<file path="src/rtl/fm_param_loader.sv">
// Byte-serial command decoder for the FM operator engine: assembles 64-bit operator records
// into a one-cycle parameter write, and loads the 16-voice gate register.
module fm_param_loader #(
   parameter int unsigned Osz = 7,
   parameter int unsigned Dsz = 8
) (
   input  logic             clk_i,
   input  logic             rst_ni,
   input  logic             sel_i,
   input  logic [7:0]       din_i,
   input  logic             din_vld_i,
   output logic [Osz-1:0]   pwaddr_o,
   output logic [18:0]      frq_o,
   output logic [2:0]       wv_o,
   output logic [8:0]       adj_o,
   output logic [5:0]       ar_o,
   output logic [5:0]       dr_o,
   output logic [4:0]       sl_o,
   output logic [5:0]       rr_o,
   output logic             li_o,
   output logic             ri_o,
   output logic             mod_en_o,
   output logic             acc_en_o,
   output logic             acc_cl_o,
   output logic             fb_en_o,
   output logic             pwe_o,
   output logic [15:0]      gate_o,
   output logic             frm_err_o
);

   // Record width minus the unused top nibble, which simply shifts out of the register.
   localparam int unsigned RecW = Dsz * 8 - 4;

   typedef enum logic [2:0] {StIdle, StPar, StCommit, StGate, StDisc} state_e;

   state_e             state_q, state_d;
   logic [2:0]         cnt_q, cnt_d;
   logic [RecW-1:0]    sh_q, sh_d;
   logic [Osz-1:0]     addr_pend_q, addr_pend_d;
   logic               err_q, err_d;
   logic               gate_ld_q, gate_ld_d;
   logic [RecW-1:0]    rec_q;
   logic [Osz-1:0]     pwaddr_q;
   logic [15:0]        gate_q;
   logic               pwe_q;
   logic               acc;

   assign acc = sel_i & din_vld_i;

   always_comb begin
      state_d     = state_q;
      cnt_d       = cnt_q;
      sh_d        = sh_q;
      addr_pend_d = addr_pend_q;
      err_d       = err_q;
      gate_ld_d   = 1'b0;
      unique case (state_q)
         // COMMIT also decodes a command so back-to-back frames run at 1 byte/clk.
         StIdle, StCommit: begin
            state_d = StIdle;
            if (acc) begin
               cnt_d = 3'd0;
               if (din_i[7]) begin
                  state_d     = StPar;
                  addr_pend_d = din_i[Osz-1:0];
               end else if (din_i == 8'h00) begin
                  state_d = StGate;
               end else begin
                  state_d = StDisc;
                  err_d   = 1'b1;
               end
            end
         end
         StPar: begin
            if (!sel_i) begin
               state_d = StIdle;
               err_d   = 1'b1;
            end else if (acc) begin
               sh_d  = {sh_q[RecW-9:0], din_i};
               cnt_d = cnt_q + 3'd1;
               if (cnt_q == 3'(Dsz - 1)) state_d = StCommit;
            end
         end
         StGate: begin
            if (!sel_i) begin
               state_d = StIdle;
               err_d   = 1'b1;
            end else if (acc) begin
               sh_d  = {sh_q[RecW-9:0], din_i};
               cnt_d = cnt_q + 3'd1;
               if (cnt_q == 3'd1) begin
                  state_d   = StIdle;
                  gate_ld_d = 1'b1;
               end
            end
         end
         StDisc: begin
            if (!sel_i) state_d = StIdle;
         end
         default: state_d = StIdle;
      endcase
   end

   always_ff @(posedge clk_i or negedge rst_ni) begin
      if (!rst_ni) begin
         state_q     <= StIdle;
         cnt_q       <= 3'd0;
         sh_q        <= '0;
         addr_pend_q <= '0;
         err_q       <= 1'b0;
         gate_ld_q   <= 1'b0;
         rec_q       <= '0;
         pwaddr_q    <= '0;
         gate_q      <= '0;
         pwe_q       <= 1'b0;
      end else begin
         state_q     <= state_d;
         cnt_q       <= cnt_d;
         sh_q        <= sh_d;
         addr_pend_q <= addr_pend_d;
         err_q       <= err_d;
         gate_ld_q   <= gate_ld_d;
         pwe_q       <= (state_q == StCommit);
         if (state_q == StCommit) begin
            rec_q    <= sh_q;
            pwaddr_q <= addr_pend_q;
         end
         if (gate_ld_q) gate_q <= sh_q[15:0];
      end
   end

   assign pwaddr_o  = pwaddr_q;
   assign fb_en_o   = rec_q[59];
   assign acc_cl_o  = rec_q[58];
   assign acc_en_o  = rec_q[57];
   assign mod_en_o  = rec_q[56];
   assign ri_o      = rec_q[55];
   assign li_o      = rec_q[54];
   assign rr_o      = rec_q[53:48];
   assign sl_o      = rec_q[47:43];
   assign dr_o      = rec_q[42:37];
   assign ar_o      = rec_q[36:31];
   assign adj_o     = rec_q[30:22];
   assign wv_o      = rec_q[21:19];
   assign frq_o     = rec_q[18:0];
   assign pwe_o     = pwe_q;
   assign gate_o    = gate_q;
   assign frm_err_o = err_q;

endmodule

</file>
<file path="config.mk">
export PLATFORM = sky130hd
export DESIGN_NAME = fm_param_loader
export DESIGN_NICKNAME = d
export VERILOG_FILES = /design/src/rtl/fm_param_loader.sv
export SDC_FILE = /design/constraint.sdc
export NUM_CORES = 1
export LEC_CHECK = 0
export CORE_MARGIN = 2
export CORE_UTILIZATION = 45
export DETAILED_ROUTE_END_ITERATION = 7
export GPL_ROUTABILITY_DRIVEN = 0
export PLACE_DENSITY = 0.71
export REMOVE_ABC_BUFFERS = 1
export SETUP_SLACK_MARGIN = 0.05
export SLEW_MARGIN = 20
export SYNTH_ARGS = -nofsm -noshare
export SYNTH_HDL_FRONTEND = slang
export SYNTH_SLANG_ARGS = --single-unit
</file>
<file path="constraint.sdc">
create_clock -name clk_i -period 3.1 [get_ports clk_i]
set_input_delay 0.93 -clock clk_i [delete_from_list [all_inputs] [get_ports clk_i]]
set_output_delay 0.93 -clock clk_i [all_outputs]
set_load 0.01 [all_outputs]
</file>
==> results.md, run 1 <==
* Synthesized instance count at 366
* Reg2reg path depth at 4
* Total clock sinks at 159
* Worst-Skew Late Latency at 410 ps
* I/O pins at 97
* Final period utilization at 80.1%
* Antenna cells at 0
* Final worst slack at 617 ps
* Total global-route track usage at 16.1%
* First-pass GRT wire length at 17700 um
* Starting Density at 45.8%
* Layout area overhead at 29.4%
* Synth Warn # at 0
* Total congestion overflow at 0
* Hold Crit Class: in -> async
* DRT iter0 DRCs at 147
* Startpoint types: input port
* R2R Path End: sh_q[45]$_DFFE_PN0P_
* Post-Syn Area per Cell at 16.5 um2
* WL met1 at 4960 um
* RSZ-0062 raised after global routing: false
* Async set or reset register ratio after synthesis at 100%
* Slew Limit Fails at 0
* DR vias at 3321
* Slowest-stage cell, CP: or4b_1
* Sequential fraction of the synthesis area at 65.9%
* Uppermost layer routed: met4
* Final setup fails at 0
* CTS buffer count at 17
* Worst R2R Setup Slack at 1200 ps
* Total power draw at 0.00471 W
* Commonest non-fill, non-tap cells in the layout: 159 x dfrtp_1, 143 x mux2_2, 95 x clkdlybuf4s50_1
* Final ANT Viol Nets at 0
* Ys flop type: dfrtp_1
* Routed wire length at 10500 um
* Max Cap Viol at 0
* Wire length on met2 at 5010 um
* Initial antenna violation count at 0
* Post-layout minimum cycle time at 2480 ps
* Worst VDD drop at 310 uV
* Worst rel slew slack at 40.2%
* Via density at 5.02
* Netlist cell types at 29
* Port Buffer Count at 96
* Syn Std Cell Area at 0.00604 mm2
* Die W at 120 um
* Seq cells post-synth at 159
* Crit path required time at 3400 ps
* Measured slew at the worst slew-check pin at 898 ps
* Critical path peak fanout at 10
* Critical path data arrival time at 2780 ps
* Critical path, cell by cell: clkdlybuf4s50_1 -> nand2_2 -> or4b_1 -> mux2_4
* Post-CTS Setup Bufs at 0
* WP buf/inv at 1
* WS Path Type: in -> reg
* Clk buf depth at 2
* Status: completed
* RR Startpoint: state_q[2]$_DFFE_PN0P_
* Fraction of layout cells with a size suffix above 1 at 39.4%
* Root Driver: clkbuf_16
* Post-CTS Hold Fix Bufs at 0
* Final hold vios at 0
* Core Util, Final at 59.3%
* Fill cells at 1036
* Commonest non-fill, non-tap cell in the layout: dfrtp_1
* Final Non-Filler Cells at 661
* CTS tree: done
* Power Density at 602 mW/mm2
* DR DRC count at 0
* Core box area at 0.0132 mm2
* Number of global-route vias before repair at 3424
* Top delay family on crit path: simple AND/OR/NAND/NOR gates
* Leak Pwr at 3.78 nW
* Post-CTS resize count at 0
* Die Y at 120 um
* Post-synth EDFFs at 0
* Post-DP Area at 0.00725 mm2
* Wire length on met3 at 409 um
* CP peak stage delay at 730 ps
* Nets at 488
* Post-place setup slack at 199 ps
* Placed Cells at 630
* Area occupied by multi-input gates at 0.00197 mm2
* Fin area at 0.00782 mm2
* Dpl hpwl at 7270 um
* Row count at 42
* FMAX at 403 MHz
* Drt first pass iters at 4
* H-Tree Depth at 4
* Setup crit end kind: flip-flop
* WL/cell at 15.9 um
* Clock skew at 5.09 ps
* Area of the die at 0.0144 mm2
* Largest net degree at the start of global routing at 65
* Sequential Area at 0.00398 mm2
* Clk slew on worst S/H paths at 60 ps
-- worst reg2reg max path: stages (launching register included) --
cell and delay, ps:
dfrtp_1 520, nor2b_1 360, nand3_4 310, buf_4 300, mux2_2 280
-- logic make-up (layout without fill, tap and decap cells) --
family	count (synthesis)	after routing	share of synthesized area [%]
buf+inv	22	141	1.76
compound gates	12	12	1.35
fa+ha+maj	3	3	0.621
flops	159	159	65.9
simple gates	20	20	2.01
mux	150	150	28.4
-- layout make-up --
class,instances,share of cell area [%]
flip-flops and latches,159,50.9
inverters,4,0.192
clock buffers,24,6.16
repair buffers,106,13.6
multi-input cells,185,25.3
clock inverters,7,1.09
well taps,176,2.82
-- power breakdown --
part	total, W	internal [W]	switching (W)
Sequential	0.00241	0.00226	0.000153
Clock	0.00199	0.00124	0.000749
Combinational	0.000306	0.000192	0.000114
Total	0.00471	0.00369	0.00102
-- flip-flops by register name, summed over array words and instances (netlist names) --
signal       cells
addr_pend_q      7
cnt_q            3
frm_err_o        1
gate_ld_q        1
gate_o          16
pwaddr_o         7
pwe_o            1
rec_q           60
sh_q            60
state_q          3
-- per-layer routing --
| layer | global-route usage [%] | vias to the layer above |
|---|---|---|
| li1 | - | 1513 |
| met1 | 22.1 | 1710 |
| met2 | 24.1 | 83 |
| met3 | 4.28 | 15 |
| met4 | 7.21 | 0 |
| met5 | 0 | - |
-- cell usage after synthesis (2+ instances only) --
library cell,count,share of area [%]
nor4_1,2,0.21
or4_1,2,0.25
dfrtp_1,159,66
a21oi_1,3,0.25
nor2b_1,2,0.21
buf_2,13,1.1
ha_1,3,0.62
inv_1,4,0.25
buf_4,2,0.25
clkbuf_1,3,0.19
o21ai_0,3,0.25
mux2_2,143,27
mux2_4,7,1.7
nand2_1,4,0.25
nor2_1,2,0.12
-- how the worst max path moves through the flow --
| stage | from | slack, ps | cells past startpoint | endpoint |
|---|---|---|---|---|
| after global placement | din_vld_i | 250 | 4 | addr_pend_q[2]$_DFFE_PN0P_ |
| after detailed placement | din_vld_i | 200 | 4 | addr_pend_q[0]$_DFFE_PN0P_ |
| after global routing | din_vld_i | 570 | 4 | addr_pend_q[0]$_DFFE_PN0P_ |
| final | din_vld_i | 620 | 4 | addr_pend_q[0]$_DFFE_PN0P_ |
| after CTS | din_vld_i | 650 | 4 | addr_pend_q[0]$_DFFE_PN0P_ |
| after floorplan | state_q[2]$_DFFE_PN0P_ | -600 | 2 | pwaddr_o[0]$_DFFE_PN0P_ |
-- per-stage QoR --
| stage | TNS (ps) | hold slack (ps) |
|---|---|---|
| floorplan | -45870 | 474 |
| global placement | 0 | 475 |
| detailed placement | 0 | 475 |
| CTS | 0 | 431 |
| global route | 0 | 455 |
| finish | 0 | 434 |
Power figures use the tool's default switching activity.
==> run 2, diff against run 1 <==
--- a/config.mk
+++ b/config.mk
@@ -9,7 +9,7 @@
 export CORE_UTILIZATION = 45
 export DETAILED_ROUTE_END_ITERATION = 7
 export GPL_ROUTABILITY_DRIVEN = 0
-export PLACE_DENSITY = 0.71
+export PLACE_DENSITY = 0.74
 export REMOVE_ABC_BUFFERS = 1
 export SETUP_SLACK_MARGIN = 0.05
 export SLEW_MARGIN = 20
==> constraint.sdc (replaced) <==
create_clock -name clk_i -period 2 [get_ports clk_i]
set_input_delay 0.6 -clock clk_i [delete_from_list [all_inputs] [get_ports clk_i]]
set_output_delay 0.6 -clock clk_i [all_outputs]
set_load 0.01 [all_outputs]
==> run 2 against run 1 <==
Against the previous run: clock-buffer cell count increased by 3; non-clock buffer count up 12; clock power is 61% higher; global-route usage is 0.64 points higher; sequential cell count unchanged; via count rose by 0.57%; sequential share of layout area decreased by 1.5 points; critical endpoint is now gate_o[12]; highest routed layer unchanged.
==> results.md, run 2 (same netlist as run 1, synthesis figures left out) <==
* Drt first pass iters at 4 (unchanged)
* Fill cells at 1009 (-2.6%)
* Die Y at 120 um (unchanged)
* DR DRC count at 0 (unchanged)
* Worst R2R Setup Slack at 290 ps (-910 ps)
* RSZ-0062 raised after global routing: false
* Net load switching power at 0.00159 W (+57%)
* R2R Path End: addr_pend_q[6]$_DFFE_PN0P_
* RR Startpoint: state_q[2]$_DFFE_PN0P_
* Fraction of layout cells with a size suffix above 1 at 41.0% (+1.6 points)
* Setup crit end kind: output pin
* WS Path Type: reg -> out
* Worst-Skew Late Latency at 410 ps (about the same)
* Number of global-route vias before repair at 3606 (+5.3%)
* Critical path data arrival time at 1310 ps (-1470 ps)
* Commonest non-fill, non-tap cells in the layout: 159 x dfrtp_1, 143 x mux2_2, 56 x clkdlybuf4s50_1
* Clk buf depth at 2 (unchanged)
* Slowest-stage cell, CP: clkdlybuf4s50_1
* Leak Pwr at 4.46 nW (+18%)
* Dpl hpwl at 7270 um (about the same)
* Via density at 4.96 (-1.4%)
* Nets at 500 (+2.5%)
* Row count at 42 (unchanged)
* Area of the die at 0.0144 mm2 (unchanged)
* Clk slew on worst S/H paths at 60 ps (about the same)
* DRT iter0 DRCs at 125 (-15%)
* Total global-route track usage at 16.7% (+0.64 points)
* Largest net degree at the start of global routing at 52 (-20%)
* Hold Crit Class: in -> async
* Total congestion overflow at 0 (unchanged)
* Slew Limit Fails at 0 (unchanged)
* Total power draw at 0.00744 W (+58%)
* Startpoint types: flip-flop
* Layout area overhead at 33.3%
* Post-layout minimum cycle time at 1910 ps
* Final setup fails at 0 (unchanged)
* Starting Density at 45.8% (unchanged)
* Die W at 120 um (unchanged)
* Power Density at 924 mW/mm2 (+53%)
* Total clock sinks at 159 (unchanged)
* DR vias at 3340 (+0.57%)
* Critical path, cell by cell: clkdlybuf4s50_1
* Port Buffer Count at 96 (unchanged)
* Worst rel slew slack at 70.4% (+30 points)
* Status: completed
* Commonest non-fill, non-tap cell in the layout: dfrtp_1
* Placed Cells at 642 (+1.9%)
* Reg power frac at 50.3% (-1.0 points)
* WL/cell at 16.3 um (+2.0%)
* I/O pins at 97 (unchanged)
* Crit path required time at 1400 ps (-2000 ps)
* Antenna cells at 0 (unchanged)
* CTS tree: done
* Clock skew at 5.14 ps (+0.0460 ps)
* First-pass GRT wire length at 18500 um (+4.4%)
* Measured slew at the worst slew-check pin at 445 ps (-453 ps)
* Final hold vios at 0 (unchanged)
* Sw frac at 21.4% (-0.21 points)
* Int Power at 0.00585 W (+59%)
* Max Cap Viol at 0 (unchanged)
* Critical path peak fanout at 2 (-8)
* Final ANT Viol Nets at 0 (unchanged)
* Worst Setup SP: gate_o[12]$_DFFE_PN0P_
* Core box area at 0.0132 mm2 (unchanged)
* Post-CTS Setup Bufs at 0 (unchanged)
* Final period utilization at 95.5%
* Root Driver: clkbuf_16
* CTS buffer count at 17 (unchanged)
* Routed wire length at 11000 um (+4.0%)
* Comb power frac at 6.7% (+0.2 points)
* FMAX at 524 MHz
* Reg2reg path depth at 3 (-1)
* Initial antenna violation count at 0 (unchanged)
* H-Tree Depth at 4 (unchanged)
* Clock share of power at 43.0% (+0.8 points)
* Final Non-Filler Cells at 674 (+2.0%)
* Worst VDD drop at 528 uV (+70%)
* Top delay family on crit path: buffers and inverters
* WP buf/inv at 1 (unchanged)
* CP peak stage delay at 540 ps (-190 ps)
==> run 2: cell types whose count changed in the layout (fill, tap and decap cells not counted), sizes merged <==
cell,delta
clkdlybuf4s50,-39
dlymetal6s2s,+30
buf,+12
dlygate4sd2,+9
clkbuf,+3
clkinv,-2
==> run 2: timing repair <==
action,4_1_cts,5_1_grt
hold buffers,0,0
endpoints found under the hold margin,0,0
resized for setup,9,30
setup endpoints to repair,9,30
==> run 2: how the worst max path moves through the flow <==
stage | endpoint | slack, ps | depth (start not counted)
after floorplan | pwaddr_o[0]$_DFFE_PN0P_ | -1700 | 2
after global placement | addr_pend_q[2]$_DFFE_PN0P_ | -230 | 5
after detailed placement | addr_pend_q[6]$_DFFE_PN0P_ | -270 | 5
after CTS | gate_o[4] | 50 | 1
after global routing | rr_o[3] | 50 | 1
final | gate_o[12] | 90 | 1
==> run 2: power by group through the flow <==
stage | Sequential, W | Combinational [W] | Clock (W)
global route | 0.00379 | 0.000555 | 0.00341
global placement | 0.00378 | 0.000488 | 0
detailed placement | 0.00380 | 0.000513 | 0
finish | 0.00374 | 0.000501 | 0.00320
floorplan | 0.00371 | 0.000322 | 0
CTS | 0.00374 | 0.000516 | 0.00326
==> run 2: final cells by class <==
class | instances | area [um2] | area share, %
Clock inverter | 5 | 75.1 | 0.932
Tap cell | 176 | 220 | 2.73
Sequential cell | 159 | 3980 | 49.4
Inverter | 4 | 15.0 | 0.186
Multi-Input combinational cell | 185 | 1970 | 24.5
Timing Repair Buffer | 118 | 1270 | 15.7
Clock buffer | 27 | 523 | 6.49
==> run 2: routing by layer <==
layer | GRT usage, % | part of all wire [%] | vias to the layer above
li1 | - | - | 1538
met1 | 22.4 | 46 | 1698
met2 | 26.0 | 48 | 88
met3 | 4.23 | 4.1 | 16
met4 | 7.21 | 1.6 | 0
met5 | 0 | 0 | -
==> run 2: through the flow <==
step	hold slack [ps]	setup TNS [ps]	utilization (%)	cell area, um2	setup slack (ps)
6_report	87.7	0	61.1	8050	90.0
2_1_floorplan	304	-171750	-	5950	-1700
3_5_place_dp	483	-3470	56.0	7390	-267
5_1_grt	91.6	0	61.1	8050	50.2
3_3_place_gp	484	-2070	56.0	7390	-229
4_1_cts	76.9	0	60.5	7980	54.4
